## config.mk

```make
export PLATFORM = sky130hd
export DESIGN_NAME = alu_op_sequencer_flat
export DESIGN_NICKNAME = d
export VERILOG_FILES = /design/src/rtl/alu_op_sequencer_if.sv /design/src/rtl/alu_op_sequencer.sv /design/src/flat_wrapper.sv
export SDC_FILE = /design/constraint.sdc
export NUM_CORES = 1
export LEC_CHECK = 0
export ABC_AREA = 1
export BUFFER_PORTS_ARGS = -buffer_cell sky130_fd_sc_hd__buf_4
export CAP_MARGIN = 30
export CORE_UTILIZATION = 44
export CTS_CLUSTER_DIAMETER = 30
export CTS_CLUSTER_SIZE = 8
export DETAILED_ROUTE_END_ITERATION = 8
export GPL_ROUTABILITY_DRIVEN = 0
export PLACE_DENSITY = 0.72
export SETUP_SLACK_MARGIN = 0.02
export SLEW_MARGIN = 10
export SYNTH_ARGS = -nofsm -noshare
export SYNTH_HDL_FRONTEND = slang
export SYNTH_SLANG_ARGS = --single-unit
```

## constraint.sdc

```tcl
create_clock -name clk -period 1.9 [get_ports clk]
set_input_delay 0.38 -clock clk [delete_from_list [all_inputs] [get_ports clk]]
set_output_delay 0.38 -clock clk [all_outputs]
set_load 0.01 [all_outputs]
```

## src/rtl/alu_op_sequencer_if.sv

```systemverilog
// Request, ALU and result signals of the ALU issue sequencer.
// master = environment (requester, ALU, result consumer); slave = sequencer.
interface alu_op_sequencer_if #(
  parameter int DATA_W = 4,
  parameter int DEPTH  = 4
);
  logic                    in_valid;
  logic                    in_ready;
  logic [DATA_W-1:0]       in_a;
  logic [DATA_W-1:0]       in_b;
  logic [1:0]              in_op;
  logic [DATA_W-1:0]       alu_a;
  logic [DATA_W-1:0]       alu_b;
  logic [1:0]              alu_op;
  logic [DATA_W:0]         alu_c;
  logic                    out_valid;
  logic                    out_ready;
  logic [DATA_W:0]         out_c;
  logic [1:0]              out_op;
  logic [$clog2(DEPTH):0]  fifo_count;

  modport master (
    output in_valid, in_a, in_b, in_op, alu_c, out_ready,
    input  in_ready, alu_a, alu_b, alu_op, out_valid, out_c, out_op, fifo_count
  );

  modport slave (
    input  in_valid, in_a, in_b, in_op, alu_c, out_ready,
    output in_ready, alu_a, alu_b, alu_op, out_valid, out_c, out_op, fifo_count
  );
endinterface

```

## src/rtl/alu_op_sequencer.sv

```systemverilog
// Issue stage for the ALU: buffers requests in a FIFO, issues one at a time,
// waits the fixed ALU latency and presents the tagged result on a valid/ready port.
module alu_op_sequencer #(
  parameter int DATA_W  = 4,
  parameter int DEPTH   = 4,
  parameter int ALU_LAT = 1
) (
  input  logic               clk,
  input  logic               rst,
  alu_op_sequencer_if.slave  bus
);
  localparam int AW = $clog2(DEPTH);
  localparam int CW = AW + 1;
  localparam int LW = $clog2(ALU_LAT + 1) + 1;

  localparam logic [1:0] IDLE = 2'd0;
  localparam logic [1:0] WAIT = 2'd1;
  localparam logic [1:0] HOLD = 2'd2;

  typedef struct packed {
    logic [DATA_W-1:0] a;
    logic [DATA_W-1:0] b;
    logic [1:0]        op;
  } req_t;

  req_t              mem [DEPTH];
  logic [AW-1:0]     wr_ptr, rd_ptr;
  logic [CW-1:0]     count;
  logic [1:0]        state;
  logic [LW-1:0]     cnt;
  logic [DATA_W-1:0] a_q, b_q;
  logic [1:0]        op_q;
  logic [DATA_W:0]   c_q;
  logic [1:0]        cop_q;
  logic              vld_q;

  logic full, empty, push, issue;
  req_t head;

  assign full  = (count == CW'(DEPTH));
  assign empty = (count == '0);
  // No pass-through: a pop in the same cycle never frees room for a push.
  assign bus.in_ready = rst && !full;
  assign push  = bus.in_valid && bus.in_ready;
  assign issue = !empty && ((state == IDLE) || (state == HOLD && bus.out_ready));
  assign head  = mem[rd_ptr];

  assign bus.alu_a      = a_q;
  assign bus.alu_b      = b_q;
  assign bus.alu_op     = op_q;
  assign bus.out_c      = c_q;
  assign bus.out_op     = cop_q;
  assign bus.out_valid  = vld_q;
  assign bus.fifo_count = count;

  // Storage needs no reset; emptiness is tracked by the pointers and count.
  always_ff @(posedge clk) begin
    if (push) mem[wr_ptr] <= '{a: bus.in_a, b: bus.in_b, op: bus.in_op};
  end

  always_ff @(posedge clk or negedge rst) begin
    if (!rst) begin
      wr_ptr <= '0;
      rd_ptr <= '0;
      count  <= '0;
    end else begin
      if (push)  wr_ptr <= wr_ptr + AW'(1);
      if (issue) rd_ptr <= rd_ptr + AW'(1);
      case ({push, issue})
        2'b10:   count <= count + CW'(1);
        2'b01:   count <= count - CW'(1);
        default: count <= count;
      endcase
    end
  end

  always_ff @(posedge clk or negedge rst) begin
    if (!rst) begin
      state <= IDLE;
      cnt   <= '0;
      a_q   <= '0;
      b_q   <= '0;
      op_q  <= '0;
      c_q   <= '0;
      cop_q <= '0;
      vld_q <= 1'b0;
    end else begin
      // issue is only ever true in IDLE or in HOLD on a handshake
      if (issue) begin
        a_q   <= head.a;
        b_q   <= head.b;
        op_q  <= head.op;
        cnt   <= LW'(ALU_LAT);
        state <= WAIT;
      end
      case (state)
        WAIT: begin
          if (cnt == '0) begin
            c_q   <= bus.alu_c;
            cop_q <= op_q;
            vld_q <= 1'b1;
            state <= HOLD;
          end else begin
            cnt <= cnt - LW'(1);
          end
        end
        HOLD: begin
          if (bus.out_ready) begin
            vld_q <= 1'b0;
            if (!issue) state <= IDLE;
          end
        end
        IDLE:    ;
        default: state <= IDLE;
      endcase
    end
  end
endmodule

```

## src/flat_wrapper.sv

```systemverilog
// flat-port wrapper written by rule: the top's interface ports become plain ports
module alu_op_sequencer_flat 
#(
  parameter int DATA_W  = 4,
  parameter int DEPTH   = 4,
  parameter int ALU_LAT = 1
)
  (clk, rst, bus_in_valid, bus_in_a, bus_in_b, bus_in_op, bus_alu_c, bus_out_ready, bus_in_ready, bus_alu_a, bus_alu_b, bus_alu_op, bus_out_valid, bus_out_c, bus_out_op, bus_fifo_count);
  alu_op_sequencer_if #(.DATA_W(DATA_W), .DEPTH(DEPTH)) bus_i ();
  input  logic clk;
  input  logic rst;
  input wire logic [$bits(bus_i.in_valid)-1:0] bus_in_valid;
  input wire logic [$bits(bus_i.in_a)-1:0] bus_in_a;
  input wire logic [$bits(bus_i.in_b)-1:0] bus_in_b;
  input wire logic [$bits(bus_i.in_op)-1:0] bus_in_op;
  input wire logic [$bits(bus_i.alu_c)-1:0] bus_alu_c;
  input wire logic [$bits(bus_i.out_ready)-1:0] bus_out_ready;
  output wire logic [$bits(bus_i.in_ready)-1:0] bus_in_ready;
  output wire logic [$bits(bus_i.alu_a)-1:0] bus_alu_a;
  output wire logic [$bits(bus_i.alu_b)-1:0] bus_alu_b;
  output wire logic [$bits(bus_i.alu_op)-1:0] bus_alu_op;
  output wire logic [$bits(bus_i.out_valid)-1:0] bus_out_valid;
  output wire logic [$bits(bus_i.out_c)-1:0] bus_out_c;
  output wire logic [$bits(bus_i.out_op)-1:0] bus_out_op;
  output wire logic [$bits(bus_i.fifo_count)-1:0] bus_fifo_count;
  assign bus_i.in_valid = bus_in_valid;
  assign bus_i.in_a = bus_in_a;
  assign bus_i.in_b = bus_in_b;
  assign bus_i.in_op = bus_in_op;
  assign bus_i.alu_c = bus_alu_c;
  assign bus_i.out_ready = bus_out_ready;
  assign bus_in_ready = bus_i.in_ready;
  assign bus_alu_a = bus_i.alu_a;
  assign bus_alu_b = bus_i.alu_b;
  assign bus_alu_op = bus_i.alu_op;
  assign bus_out_valid = bus_i.out_valid;
  assign bus_out_c = bus_i.out_c;
  assign bus_out_op = bus_i.out_op;
  assign bus_fifo_count = bus_i.fifo_count;
  alu_op_sequencer #(.DATA_W(DATA_W), .DEPTH(DEPTH), .ALU_LAT(ALU_LAT)) u_core (.clk(clk), .rst(rst), .bus(bus_i));
endmodule
```

==> metrics.csv <==
stage,metric,value,unit
detailed_routing,routed_wl,5.83,mm
finish,layout-drive-gt1-share,0.228,
finish,fin_util,0.567,
synthesis,avgSynthCellArea,9.82,sq um
worst_setup_path,crit_chain,inv_1 > nand3_2 > inv_1 > nor2_4 > ha_2 > inv_1 > fa_2 > nand2_1 > nand3b_1 > xor2_1,
placement,io_buffers,40,
die,design.die.area,7210,sq um
worst_setup_path,crit_top_cell,inv_1,
synthesis,yosys_most_used_dff,edfxtp_1,
grt,gr-total-overflow,0,
die,start_util,0.466,
placement,dpl.hpwl,3.77,mm
sta,final-hold-violation-count,0,
worst_hold_path,hold_class,primary input to asynchronous set/reset pin,
pwr,power_density,1560,nW/um^2
pwr,leakage,1.84,nW
finish,diodes,0,
clock_network,htreeDepth,3,
sta,setup-violations-final,0,
synthesis,ys_seq_area_frac,0.637,
clock_network,hold_buffers,0,
detailed_routing,drc_errors,6,
grt,grt_pass1_vias,2065,
sta,slew_headroom,0.697,
clock_network,cts_buffers,9,
sta,rsz0062_at_grt,no,
synthesis,syn_area,3030,sq um
die,core,6490,sq um
grt,antenna_found_initial,0,
placement,placed_area,3440,sq um
finish,layout.nets,388,
sta,post-route-min-period,1760,ps
pwr,finalPower,0.00573,W
clock_network,cts.clk_slew.worst_paths,80,ps
synthesis,ys_top_cells_by_area,"edfxtp_1 (40%), dfrtp_1 (24%), nand2_1 (13%), inv_1 (6.6%), nand3_1 (5.1%)",
die,pin_count,41,
synthesis,netlist_instances,308,
pwr,ir_drop,473,uV
outcome,failed_checks,design-rule violations,
worst_setup_path,cp-end-kind,flop,
grt,grt_max_degree,32,
worst_setup_path,crit_slowest_cell,dfrtp_1,
finish,final_area,3680,sq um
sta,fin_tns_setup,0,ps
synthesis,synth_edf_count,40,
detailed_routing,num_vias,2093,
synthesis,yosysWarnings,0,
sta,worstMarginPinSlew,455,ps
grt,grt_pass1_wl,9.67,mm
clock_network,clk_latency,340,ps
clock_network,ctsRootBufferMaster,clkbuf_8,
finish,syn_to_final_growth,21.6,%
clock_network,cts_tree,done,
sta,fin_skew,10.8,ps
sta,max_freq,0.567,GHz
worst_setup_path,arrival,1990,ps
finish,final_common_cell,nand2_1,
finish,fillers,553,
sta,drv_slew,0,
detailed_routing,drtPass1Iterations,8,
synthesis,synth_nets,333,
synthesis,yosysUniqueCellTypes,29,
worst_setup_path,critPathMaxStageDelay,400,ps
worst_setup_path,crit_type,flop to flop,
clock_network,cts.path.max_buffers,2,
detailed_routing,routedWlPerCell,13.1,um
clock_network,clock_sinks,69,
worst_setup_path,worstPathMaxFanout,3,
detailed_routing,first_iter_violations,128,
detailed_routing,detail-route-antenna-nets,0,
grt,grt.total_usage,0.177,
sta,fin_crit_sh,0.928,
outcome,status,finished with violations,
synthesis,netlist.area_leader.share,0.397,
die,die_y,84.9,um
job,cap_violations,0,
detailed_routing,viasPerCell,4.70,
worst_setup_path,cp_data_required_time,2120,ps
synthesis,yosys.area.top_type,edfxtp_1,
die,rows,29,
worst_setup_path,start_kind,flop,
finish,final_cell_mix,"nand2_1 (106), inv_1 (53), buf_4 (51)",
die,dieWidth,84.9,um
synthesis,async_reset_ff_frac,0.420,
synthesis,ys_seq_elements,69,
-- power by group --
group	switching (W)	total, W	internal (W)
registers	0.000240	0.00223	0.00199
logic	0.00135	0.00225	0.000907
clock network	0.000530	0.00125	0.000721
-- per-layer routing --
layer,wire length [um],track usage,vias up
met5,0,0,-
met4,62,0.0616,0
met3,261,0.0477,5
met2,2960,0.315,39
met1,2550,0.208,981
li1,-,-,1068
-- cells in the mapped netlist (2+ instances only) --
cell	instances
nand2_1	106
inv_1	53
edfxtp_1	40
nand3_1	31
dfrtp_1	29
inv_2	7
nor2_1	7
ha_1	5
buf_2	3
o21ai_0	3
buf_4	2
buf_6	2
nand2_2	2
nand4_1	2
xnor2_1	2
-- sequential cells by signal (all words and copies together), names as in the netlist --
register               cells
u_core.bus.out_op          2
u_core.cnt                 2
u_core.bus.fifo_count      3
u_core.bus.alu_a           4
u_core.bus.alu_b           4
u_core.mem                40
u_core.bus.out_c           5
u_core.bus.alu_op          2
u_core.state               2
u_core.rd_ptr              2
u_core.wr_ptr              2
u_core.bus.out_valid       1
-- per-stage QoR --
step,cells,hold WS [ps],worst slack (ps)
6_report,445,91.3,137
4_1_cts,443,91.4,65.6
2_1_floorplan,308,84.4,54.4
3_3_place_gp,427,455,164
3_5_place_dp,427,460,87.5
5_1_grt,445,117,35.0
-- logic make-up after synthesis --
family / synth area share
adder cells (fa/ha/maj): 0.0273
buffers and inverters: 0.0918
AND/OR/NAND/NOR: 0.219
XOR/XNOR: 0.00869
AO/OA/AOI/OAI: 0.0165
flip-flops: 0.637
-- worst max-delay path: cells and delay by family (launching register included) --
family,cells,cell delay (ps)
xor+xnor,1,150
flops,1,400
simple gates,4,350
fa+ha+maj,2,510
buf+inv,3,230
-- repair_timing --
action	in CTS	in global routing
gates resized for setup	0	4
hold endpoints to repair	0	0
setup buffers	0	2
setup endpoints to repair	0	1
-- path summary, 6_finish.rpt --
check | slack (ps) | startpoint | depth (start not counted) | to
max reg2reg | 140 | u_core.bus.fifo_count[2] | 10 | u_core.bus.fifo_count[2]
min in group clk | 240 | bus_in_a[3] | 1 | u_core.mem[2][9]
max | 140 | u_core.bus.fifo_count[2] | 10 | u_core.bus.fifo_count[2]
max in group asynchronous | 1510 | rst | 2 | u_core.bus.alu_b[2]
min | 90 | rst | 2 | u_core.rd_ptr[1]
min reg2reg | 470 | u_core.bus.out_c[0] | 2 | u_core.bus.out_c[0]
-- area by class of cell --
cell class                      count  area [sq um]  area share
Tap cell                           77          96.3      0.0262
Timing Repair Buffer               51           383       0.104
Multi-Input combinational cell    172           836       0.227
Clock inverter                      3          42.5      0.0116
Inverter                           60           225      0.0612
Clock buffer                       13           170      0.0462
Sequential cell                    69          1930       0.524
(Power assumes the default switching activity.)
